`src/rtl/flick_pkg.sv`:
```
// Shared state encoding, default parameters and counter sizing for flick_scheduler.
package flick_pkg;

   typedef enum logic [2:0] {
      IDLE     = 3'd0,
      PULSE    = 3'd1,
      WAIT_ACT = 3'd2,
      RUN      = 3'd3,
      GAP      = 3'd4
   } state_e;

   localparam int unsigned DEF_NUM_REQ   = 4;
   localparam int unsigned DEF_LED_W     = 16;
   localparam int unsigned DEF_FLICK_LEN = 2;
   localparam int unsigned DEF_GAP_LEN   = 4;
   localparam int unsigned DEF_TIMEOUT   = 8;

   // Width of one down-counter able to hold the largest of the three phase lengths.
   function automatic int unsigned cnt_width(input int unsigned a,
                                             input int unsigned b,
                                             input int unsigned c);
      int unsigned m;
      m = a;
      if (b > m) m = b;
      if (c > m) m = c;
      return $clog2(m + 1);
   endfunction

endpackage

```
`src/rtl/flick_scheduler_rr_pick.sv`:
```
// Combinational round-robin selector: first set request searching upward from ptr_i+1.
module rr_pick
   import flick_pkg::*;
#(
   parameter int unsigned NUM_REQ = DEF_NUM_REQ,
   localparam int unsigned IW     = $clog2(NUM_REQ)
)(
   input  logic [NUM_REQ-1:0] req_i,
   input  logic [IW-1:0]      ptr_i,
   output logic [NUM_REQ-1:0] onehot_o,
   output logic [IW-1:0]      index_o,
   output logic               valid_o
);

   logic [IW-1:0] idx;

   always_comb begin
      onehot_o = '0;
      index_o  = '0;
      valid_o  = 1'b0;
      idx      = '0;
      for (int unsigned i = 1; i <= NUM_REQ; i++) begin
         idx = IW'((32'(ptr_i) + i) % NUM_REQ);
         if (!valid_o && req_i[idx]) begin
            valid_o = 1'b1;
            index_o = idx;
         end
      end
      onehot_o[index_o] = valid_o;
   end

endmodule

```
`src/rtl/flick_scheduler.sv`:
```
// Round-robin sharing of one bound_flasher among NUM_REQ requesters with pulse, LED watch and cooldown.
// Define FLICK_KICK_EN to let the owner drive flick_out (one cycle late) while the flasher runs.
module flick_scheduler
   import flick_pkg::*;
#(
   parameter int unsigned NUM_REQ   = DEF_NUM_REQ,
   parameter int unsigned LED_W     = DEF_LED_W,
   parameter int unsigned FLICK_LEN = DEF_FLICK_LEN,
   parameter int unsigned GAP_LEN   = DEF_GAP_LEN,
   parameter int unsigned TIMEOUT   = DEF_TIMEOUT
)(
   input  logic                       clk,
   input  logic                       rst,
   input  logic [NUM_REQ-1:0]         req,
   input  logic [LED_W-1:0]           led_in,
   output logic                       flick_out,
   output logic [NUM_REQ-1:0]         gnt,
   output logic [$clog2(NUM_REQ)-1:0] owner,
   output logic                       busy,
   output logic                       err
);

   localparam int unsigned IW = $clog2(NUM_REQ);
   localparam int unsigned CW = cnt_width(FLICK_LEN, GAP_LEN, TIMEOUT);

   // Counters hold "cycles remaining minus one" so the phase ends when they read zero.
   localparam logic [CW-1:0] FLICK_RELOAD   = CW'(FLICK_LEN - 1);
   localparam logic [CW-1:0] GAP_RELOAD     = CW'(GAP_LEN - 1);
   localparam logic [CW-1:0] TIMEOUT_RELOAD = CW'(TIMEOUT - 1);

   state_e        state_q;
   logic [CW-1:0] cnt_q;
   logic [IW-1:0] ptr_q;

   logic [NUM_REQ-1:0] pick_onehot;
   logic [IW-1:0]      pick_idx;
   logic               pick_valid;

   rr_pick #(.NUM_REQ(NUM_REQ)) u_rr_pick (
      .req_i    (req),
      .ptr_i    (ptr_q),
      .onehot_o (pick_onehot),
      .index_o  (pick_idx),
      .valid_o  (pick_valid)
   );

   always_ff @(posedge clk) begin
      if (rst) begin
         state_q   <= IDLE;
         cnt_q     <= '0;
         ptr_q     <= IW'(NUM_REQ - 1);
         flick_out <= 1'b0;
         gnt       <= '0;
         owner     <= '0;
         busy      <= 1'b0;
         err       <= 1'b0;
      end else begin
         gnt <= '0;
         case (state_q)
            IDLE: begin
               if (pick_valid) begin
                  gnt       <= pick_onehot;
                  owner     <= pick_idx;
                  ptr_q     <= pick_idx;
                  flick_out <= 1'b1;
                  busy      <= 1'b1;
                  cnt_q     <= FLICK_RELOAD;
                  state_q   <= PULSE;
               end
            end
            PULSE: begin
               if (cnt_q == '0) begin
                  flick_out <= 1'b0;
                  cnt_q     <= TIMEOUT_RELOAD;
                  state_q   <= WAIT_ACT;
               end else begin
                  cnt_q <= cnt_q - CW'(1);
               end
            end
            WAIT_ACT: begin
               if (led_in != '0) begin
                  cnt_q   <= '0;
                  state_q <= RUN;
               end else if (cnt_q == '0) begin
                  err     <= 1'b1;
                  cnt_q   <= GAP_RELOAD;
                  state_q <= GAP;
               end else begin
                  cnt_q <= cnt_q - CW'(1);
               end
            end
            RUN: begin
               if (led_in == '0) begin
                  flick_out <= 1'b0;
                  cnt_q     <= GAP_RELOAD;
                  state_q   <= GAP;
               end else begin
`ifdef FLICK_KICK_EN
                  flick_out <= req[owner];
`else
                  flick_out <= 1'b0;
`endif
               end
            end
            GAP: begin
               if (cnt_q == '0) begin
                  busy    <= 1'b0;
                  state_q <= IDLE;
               end else begin
                  cnt_q <= cnt_q - CW'(1);
               end
            end
            default: begin
               flick_out <= 1'b0;
               busy      <= 1'b0;
               cnt_q     <= '0;
               state_q   <= IDLE;
            end
         endcase
      end
   end

endmodule

```
`config.mk`:
```
export PLATFORM = sky130hd
export DESIGN_NAME = flick_scheduler
export DESIGN_NICKNAME = d
export VERILOG_FILES = /design/src/rtl/flick_pkg.sv /design/src/rtl/flick_scheduler_rr_pick.sv /design/src/rtl/flick_scheduler.sv
export SDC_FILE = /design/constraint.sdc
export NUM_CORES = 1
export LEC_CHECK = 0
export ABC_CLOCK_PERIOD_IN_PS = 3500
export BUFFER_PORTS_ARGS = -buffer_cell sky130_fd_sc_hd__clkbuf_2
export CELL_PAD_IN_SITES_DETAIL_PLACEMENT = 1
export CELL_PAD_IN_SITES_GLOBAL_PLACEMENT = 1
export CORE_AREA = 2 2 55 57
export DETAILED_ROUTE_END_ITERATION = 16
export DIE_AREA = 0 0 57 59
export HOLD_SLACK_MARGIN = 0.05
export PLACE_DENSITY_LB_ADDON = 0.1
export SETUP_SLACK_MARGIN = 0.2
export SLEW_MARGIN = 30
export SYNTH_ARGS = -nofsm -noshare
export SYNTH_HDL_FRONTEND = slang
export SYNTH_SLANG_ARGS = --single-unit
```
`constraint.sdc`:
```
create_clock -name clk -period 3.5 [get_ports clk]
set_input_delay 0.175 -clock clk [delete_from_list [all_inputs] [get_ports clk]]
set_output_delay 0.175 -clock clk [all_outputs]
set_load 0.02 [all_outputs]
```
==> results.md, run 1 <==
* Die Span Y at 59 um
* Synth Area in Adders at 1.23%
* First-pass GRT wire length at 4.97 mm
* Avg WL per Cell at 15.3 um
* Area Growth Syn to Fin at 20.1%
* Seq/Total Area, Yosys at 35.5%
* EDFF count, synth at 0
* Die ar. at 0.00336 mm2
* Clk root buf: clkbuf_4
* Crit-path slowest cell: dfxtp_1
* Crit path from: state_q[2]$_SDFFE_PP0P_
* Post-CTS setup buffer count at 0
* Final hold violation count at 0
* Clock Path Buffers at 2
* DP Area at 0.00118 mm2
* Sink Count at 18
* Largest family of logic cells by synthesized area: simple AND/OR/NAND/NOR gates
* Number of library cell types mapped by synthesis at 39
* Pre-CTS WS at 1500 ps
* Outcome: complete, no violations
* Mapped Avg Cell Area at 7.94 um2
* # diodes at 0
* Post-CTS Hold Buffers at 0
* FP Rows at 19
* Layout Nets at 181
* YS warnings at 0
* 1st-pass router iterations at 4
* Mux cell area share after synthesis at 0%
* Critical path capture point: cnt_q[1]$_SDFFE_PP0P_
* Hold Path Class: input port to flop
* Int Pwr at 0.454 mW
* Layout Utilization at 45.0%
* Share of power burned in registers at 38.9%
* PwrDens at 644 mW/mm2
* R2R Path End: cnt_q[1]$_SDFFE_PP0P_
* Gr usage total at 18.8%
* Total Power at 0.785 mW
* Die span in x at 57 um
* Rel. slew slack at 57.2%
* Initial DRC Count at 39
* CTS tree: done
* Vias per inst at 5.77
* Switching pwr at 0.332 mW
* Worst setup path class: flop to flop
* Starting density of the core at 37.5%
* Crit path required time at 3730 ps
* Max-cap violation count at 0
* Crit end category: flop
* Post-Synth XOR/XNOR Area at 0%
* CP cell instances: or3b_1 > o22ai_1 > a31o_2 > nor3_1 > a211oi_2
* H-Tree Level Count at 1
* F_max at 496 MHz
* Routed WL at 2.88 mm
* R2r startpoint: state_q[2]$_SDFFE_PP0P_
* Reg area at 360 um2
* Port Buffer Count at 30
* Combinational share of power at 44.2%
* ANT nets after route at 0
* Main flop type after synthesis: dfxtp_1
* Post-CTS sizing at 0
* Post-Syn Instances at 128
* Multi-input logic area at 616 um2
* Fill count at 362
* Clock share of power at 16.9%
* Fin crit period at 2020 ps
* Synth Area in Compound Gates at 26.2%
* Vias at 1084
* Crit path launch type: flop
* Switch share at 42.2%
* FFs w/ async S/R, synth at 0%
* RSZ-0062 raised after global routing: no
* Gr ovfl total at 0
* Critical Path Max Stage Delay at 740 ps
* Worst EP arrival at 2250 ps
* DP HPWL at 2.20 mm
* Routability-driven placement congestion ratio at 0.793
* Mapped Area at 0.00102 mm2
* Syn Nets at 151
* CTS Buf Count at 3
* R2R setup slack at 1480 ps
* Pleak at 0.505 nW
* Skew final at 8.92 ps
* Slew Limit Fails at 0
* Crit-path max FO at 17
* Core box area at 0.00271 mm2
* Remaining routing DRC violations at 0
* Antenna violations before repair at 0
* Share of cells above drive strength 1 at 26.1%
* Largest net degree at the start of global routing at 18
* Max VDD drop at 0.328 mV
* Worst Setup Slack, final at 1480 ps
* Final Cell Area at 0.00122 mm2
* Worst skew pair latency at 300 ps
* Vias in the first global route at 1126
* Worst slew pin tran at 640 ps
* Final count of negative-setup-slack endpoints at 0
* Clock transition at path regs at 110 ps
* Worst hold margin at 269 ps
* Worst-case reg-to-reg path depth at 5
* Simple-Gate Fraction of Synth Area at 33.1%
* Seq cells post-synth at 18
* Setup TNS at 0 ps
* IO Pins at 31
* Final period utilization at 57.7%
* Post-Layout Cell Count at 188
* Placed Cells incl. Taps at 184
==> power groups by stage <==
stage          registers, mW  clock network, mW  logic [mW]
4_1_cts                0.305              0.139       0.350
3_3_place_gp           0.306                  0       0.336
5_1_grt                0.314              0.145       0.387
2_1_floorplan          0.311                  0       0.247
3_5_place_dp           0.309                  0       0.348
6_report               0.305              0.133       0.347
==> layer usage <==
metal	up-vias	track usage [%]	routed length [um]	part of all wire [%]
met4	0	5.98	18	0.62
met3	4	4.15	83	2.9
met5	-	0	0	0
li1	530	-	-	-
met2	19	35.1	1530	53
met1	531	21.4	1250	43
==> how the worst min path moves through the flow <==
stage	depth (start not counted)	slack, ps	from	end
floorplan	1	240	rst	cnt_q[1]$_SDFFE_PP0P_
global placement	2	450	owner[1]$_SDFFE_PP0P_	owner[1]$_SDFFE_PP0P_
detailed placement	2	470	owner[1]$_SDFFE_PP0P_	owner[1]$_SDFFE_PP0P_
CTS	2	270	rst	cnt_q[0]$_SDFFE_PP0P_
global route	2	290	rst	cnt_q[1]$_SDFFE_PP0P_
finish	2	270	rst	cnt_q[0]$_SDFFE_PP0P_
==> logic make-up (layout without fill, tap and decap cells) <==
logic type	Yosys count	in the layout
DFF	18	18
and+or+nand+nor	62	62
adders and majority gates	1	1
buffers and inverters	10	39
AOI/OAI and AO/OA	37	37
==> synthesized netlist by cell type (2+ instances only) <==
cell type / instances / share of area (%)
nor2_1: 21 / 7.8
dfxtp_1: 18 / 35
nand2_1: 10 / 3.7
a21oi_1: 8 / 3.9
a31oi_1: 6 / 3.7
nor4_1: 6 / 3.7
inv_1: 5 / 1.8
o21ai_0: 5 / 2.5
nand2b_1: 4 / 2.5
nor3_1: 4 / 2.0
clkbuf_1: 3 / 1.1
nor2b_1: 3 / 1.8
a21o_1: 2 / 1.5
buf_2: 2 / 0.99
nand3b_1: 2 / 1.5
nor3b_1: 2 / 1.5
nor4_2: 2 / 2.5
o21a_1: 2 / 1.5
o22ai_1: 2 / 1.2
or3b_1: 2 / 1.7
==> cell type report <==
| cell class | count | share of cell area [%] |
|---|---|---|
| Clock buffer | 4 | 2.97 |
| Sequential cell | 18 | 29.5 |
| Multi-Input combinational cell | 100 | 50.5 |
| Inverter | 5 | 1.54 |
| Tap cell | 31 | 3.18 |
| Timing Repair Buffer | 30 | 12.3 |
==> cell usage in the layout (no fill, tap or decap), types with 2 or more instances in the layout <==
| cell | count |
|---|---|
| clkbuf_2 | 30 |
| nand3b_1 | 2 |
| nor2_1 | 21 |
| or3b_1 | 2 |
| dfxtp_1 | 18 |
| o21a_1 | 2 |
| a21oi_1 | 8 |
| nor2b_1 | 3 |
| o22ai_1 | 2 |
| nor4_1 | 6 |
| nor4_2 | 2 |
| inv_1 | 5 |
| a31oi_1 | 6 |
| nand2b_1 | 4 |
| nand2_1 | 10 |
| nor3b_1 | 2 |
| clkbuf_4 | 3 |
| nor3_1 | 4 |
| o21ai_0 | 5 |
| a21o_1 | 2 |
==> sequential cells by signal, indices dropped and copies added, names as in the netlist <==
name / count
cnt_q: 4
busy: 1
state_q: 3
owner: 2
err: 1
ptr_q: 2
gnt: 4
flick_out: 1
==> critical path: cells and delay by family (launching register included) <==
| family | cells | cell delay, ps |
|---|---|---|
| AND/OR/NAND/NOR | 2 | 580 |
| AO/OA/AOI/OAI | 3 | 630 |
| flip-flops | 1 | 740 |
Note: power is estimated with default switching activity, not from simulation.
==> inputs of run 2 (changes only) <==
--- a/config.mk
+++ b/config.mk
@@ -5,13 +5,14 @@
 export SDC_FILE = /design/constraint.sdc
 export NUM_CORES = 1
 export LEC_CHECK = 0
-export ABC_CLOCK_PERIOD_IN_PS = 3500
+export ABC_AREA = 1
+export ABC_CLOCK_PERIOD_IN_PS = 1700
 export BUFFER_PORTS_ARGS = -buffer_cell sky130_fd_sc_hd__clkbuf_2
 export CELL_PAD_IN_SITES_DETAIL_PLACEMENT = 1
 export CELL_PAD_IN_SITES_GLOBAL_PLACEMENT = 1
-export CORE_AREA = 2 2 55 57
+export CORE_AREA = 2 2 66 68
 export DETAILED_ROUTE_END_ITERATION = 16
-export DIE_AREA = 0 0 57 59
+export DIE_AREA = 0 0 68 70
 export HOLD_SLACK_MARGIN = 0.05
 export PLACE_DENSITY_LB_ADDON = 0.1
 export SETUP_SLACK_MARGIN = 0.2
==> constraint.sdc (replaced) <==
create_clock -name clk -period 1.7 [get_ports clk]
set_input_delay 0.085 -clock clk [delete_from_list [all_inputs] [get_ports clk]]
set_output_delay 0.085 -clock clk [all_outputs]
set_load 0.02 [all_outputs]
==> results.md, run 2 <==
* FP Rows at 24 (+5)
* Total Power at 3.52 mW (+350%)
* Final hold violation count at 0 (unchanged)
* Port Buffer Count at 30 (unchanged)
* Main flop type after synthesis: dfxtp_1
* Number of library cell types mapped by synthesis at 27 (-31%)
* Rel. slew slack at 77.0% (+20 points)
* Worst hold margin at 118 ps (-151 ps)
* Crit path launch type: flop
* Commonest non-fill, non-tap cell in the layout: nand2_1
* Worst-case reg-to-reg path depth at 10 (+5)
* Area Growth Syn to Fin at 44.9%
* Die ar. at 0.00476 mm2 (+42%)
* Largest net degree at the start of global routing at 11 (-7)
* PwrDens at 1930 mW/mm2 (+200%)
* Avg WL per Cell at 12.4 um (-19%)
* EDFF count, synth at 0 (unchanged)
* # diodes at 0 (unchanged)
* First-pass GRT wire length at 6.35 mm (+28%)
* Share of power burned in registers at 20.5% (-18 points)
* Vias in the first global route at 1460 (+30%)
* Initial DRC Count at 40 (+2.6%)
* Final count of negative-setup-slack endpoints at 0 (unchanged)
* Seq/Total Area, Yosys at 28.6% (-6.8 points)
* Clock transition at path regs at 80 ps (-30 ps)
* Int Pwr at 1.73 mW (+280%)
* Switch share at 50.7% (+8.5 points)
* Post-CTS Hold Buffers at 0 (unchanged)
* Most frequent cells in the layout: 51 x nand2_1, 31 x nor2_1, 30 x clkbuf_2, 17 x inv_1, 15 x dfxtp_1
* CTS Buf Count at 3 (unchanged)
* Worst EP arrival at 1690 ps (-560 ps)
* YS warnings at 0 (unchanged)
* Layout Nets at 278 (+54%)
* 1st-pass router iterations at 4 (unchanged)
* Hold Path Class: input port to flop
* CTS tree: done
* Max-cap violation count at 0 (unchanged)
* Pleak at 0.933 nW (+85%)
* Final Cell Area at 0.00182 mm2 (+50%)
* IO Pins at 31 (unchanged)
* Crit path required time at 1860 ps (-1870 ps)
* Share of cells above drive strength 1 at 41.3% (+15 points)
* Crit end category: flop
* Die Span Y at 70 um (+19%)
* H-Tree Level Count at 1 (unchanged)
* Antenna violations before repair at 0 (unchanged)
* Mapped Avg Cell Area at 6.02 um2 (-24%)
* Synth cell count leaders: 63 x nand2_1, 35 x nor2_1, 19 x inv_1
* Syn Nets at 232 (+54%)
* Remaining routing DRC violations at 0 (unchanged)
* DP Area at 0.00150 mm2 (+26%)
* Layout Utilization at 44.0% (-0.99 points)
* Seq cells post-synth at 18 (unchanged)
* Largest area contributor in the synthesized netlist: dfxtp_1
* Vias per inst at 4.70 (-18%)
* Most frequent cell after synthesis: nand2_1
* Crit-path max FO at 8 (-9)
* Die span in x at 68 um (+19%)
* Core box area at 0.00414 mm2 (+53%)
* FFs w/ async S/R, synth at 0% (unchanged)
* Worst skew pair latency at 260 ps (-40 ps)
* F_max at 654 MHz (+32%)
* Gr usage total at 17.0% (-1.9 points)
* Fin crit period at 1530 ps (-489 ps)
* Worst slew pin tran at 343 ps (-297 ps)
* Sink Count at 18 (unchanged)
* Worst Hold Path Cells at 2 (unchanged)
* Clk root buf: clkbuf_8
* Routed WL at 3.78 mm (+31%)
* ANT nets after route at 0 (unchanged)
* Skew final at 6.53 ps (-2.39 ps)
* Combinational share of power at 69.3% (+25 points)
* Setup TNS at 0 ps (unchanged)
* Top post-synthesis cells by area: dfxtp_1 29%, nand2_1 19%, nor2_1 10%
* Switching pwr at 1.79 mW (+440%)
* DP HPWL at 2.82 mm (+28%)
* Mapped Area at 0.00126 mm2 (+24%)
* Vias at 1439 (+33%)
* Routability-driven placement congestion ratio at 0.787 (-0.69%)
* Clock Path Buffers at 2 (unchanged)
* Clock share of power at 10.2% (-6.7 points)
* Final period utilization at 89.9% (+32 points)
* Gr ovfl total at 0 (unchanged)
* Outcome: complete, no violations
* RSZ-0062 raised after global routing: yes
* Max VDD drop at 0.672 mV (+100%)
* Post-Syn Instances at 209 (+63%)
* Worst setup path class: flop to flop
* Biggest regs: cnt_q x4, gnt x4, state_q x3
* Starting density of the core at 30.4% (-7.1 points)
* Top cell type's share of synthesized area at 28.6% (-6.8 points)
* Slew Limit Fails at 0 (unchanged)
run 2: cell types whose count changed in the layout (fill, tap and decap cells not counted), sizes merged, moves of 8 or more:
cell / change
nor2: +17
nand3: +16
inv: +20
nor4: -8
nand2: +65
buf: +14
run 2: power by group through the flow:
stage          clock (mW)  sequential, mW  combinational [mW]
6_report            0.360           0.720                2.44
5_1_grt             0.389           0.743                2.73
4_1_cts             0.371           0.715                2.02
3_5_place_dp            0           0.711                1.87
3_3_place_gp            0           0.707                1.87
2_1_floorplan           0           0.762                1.32
run 2: final timing paths:
kind | startpoint | endpoint | slack (ps)
max | ptr_q[0]$_SDFFE_PP1P_ | cnt_q[2]$_SDFFE_PP0P_ | 170
min | rst | cnt_q[0]$_SDFFE_PP0P_ | 120
max reg2reg | ptr_q[0]$_SDFFE_PP1P_ | cnt_q[2]$_SDFFE_PP0P_ | 170
min reg2reg | flick_out$_SDFFE_PP0P_ | flick_out$_SDFFE_PP0P_ | 470
run 2: what timing repair did:
action,4_1_cts,5_1_grt
endpoints found under the setup margin,17,16
buffers inserted,2,6
pin swaps,5,7
gates resized for setup,15,41
run 2: cells by family after synthesis:
| family | after synthesis | share of synthesized area (%) |
|---|---|---|
| buffers and inverters | 29 | 9.74 |
| XOR/XNOR | 1 | 0.696 |
| AND/OR/NAND/NOR | 141 | 51.5 |
| AO/OA/AOI/OAI | 19 | 8.45 |
| flip-flops | 18 | 28.6 |
| adder cells (fa/ha/maj) | 1 | 0.994 |
run 2: final cells by class:
cell class,count,area (um2)
sequential,18,369
timing repair buffer,44,255
fill,547,2320
tap,52,65.1
clock buffer,4,55.1
inverter,26,105
multi-input combinational,162,975
run 2: routing by layer:
metal  share of wire, %  wire (um)  vias up  GRT usage (%)
li1                   -          -      750              -
met1                 45       1700      669           21.0
met2                 52       1960       18           30.5
met3                2.7        104        2           3.38
met4               0.34         13        0           2.00
met5                  0          0        -              0
run 2: worst max-delay path: stages, from the launching register on:
cell,delay (ps)
dfxtp_4,390
inv_8,90
nand2_1,90
nand3_2,100
nand2_4,70
nor2_4,190
nand4_4,200
nand2_4,130
nand2_1,60
nand2_1,60
nor2_1,50
run 2: through the flow:
step | setup WS (ps) | cells
floorplan | 253 | 209
detailed placement | 5.86 | 294
global route | 25.3 | 306
CTS | 174 | 300
global placement | 45.5 | 294
finish | 171 | 306
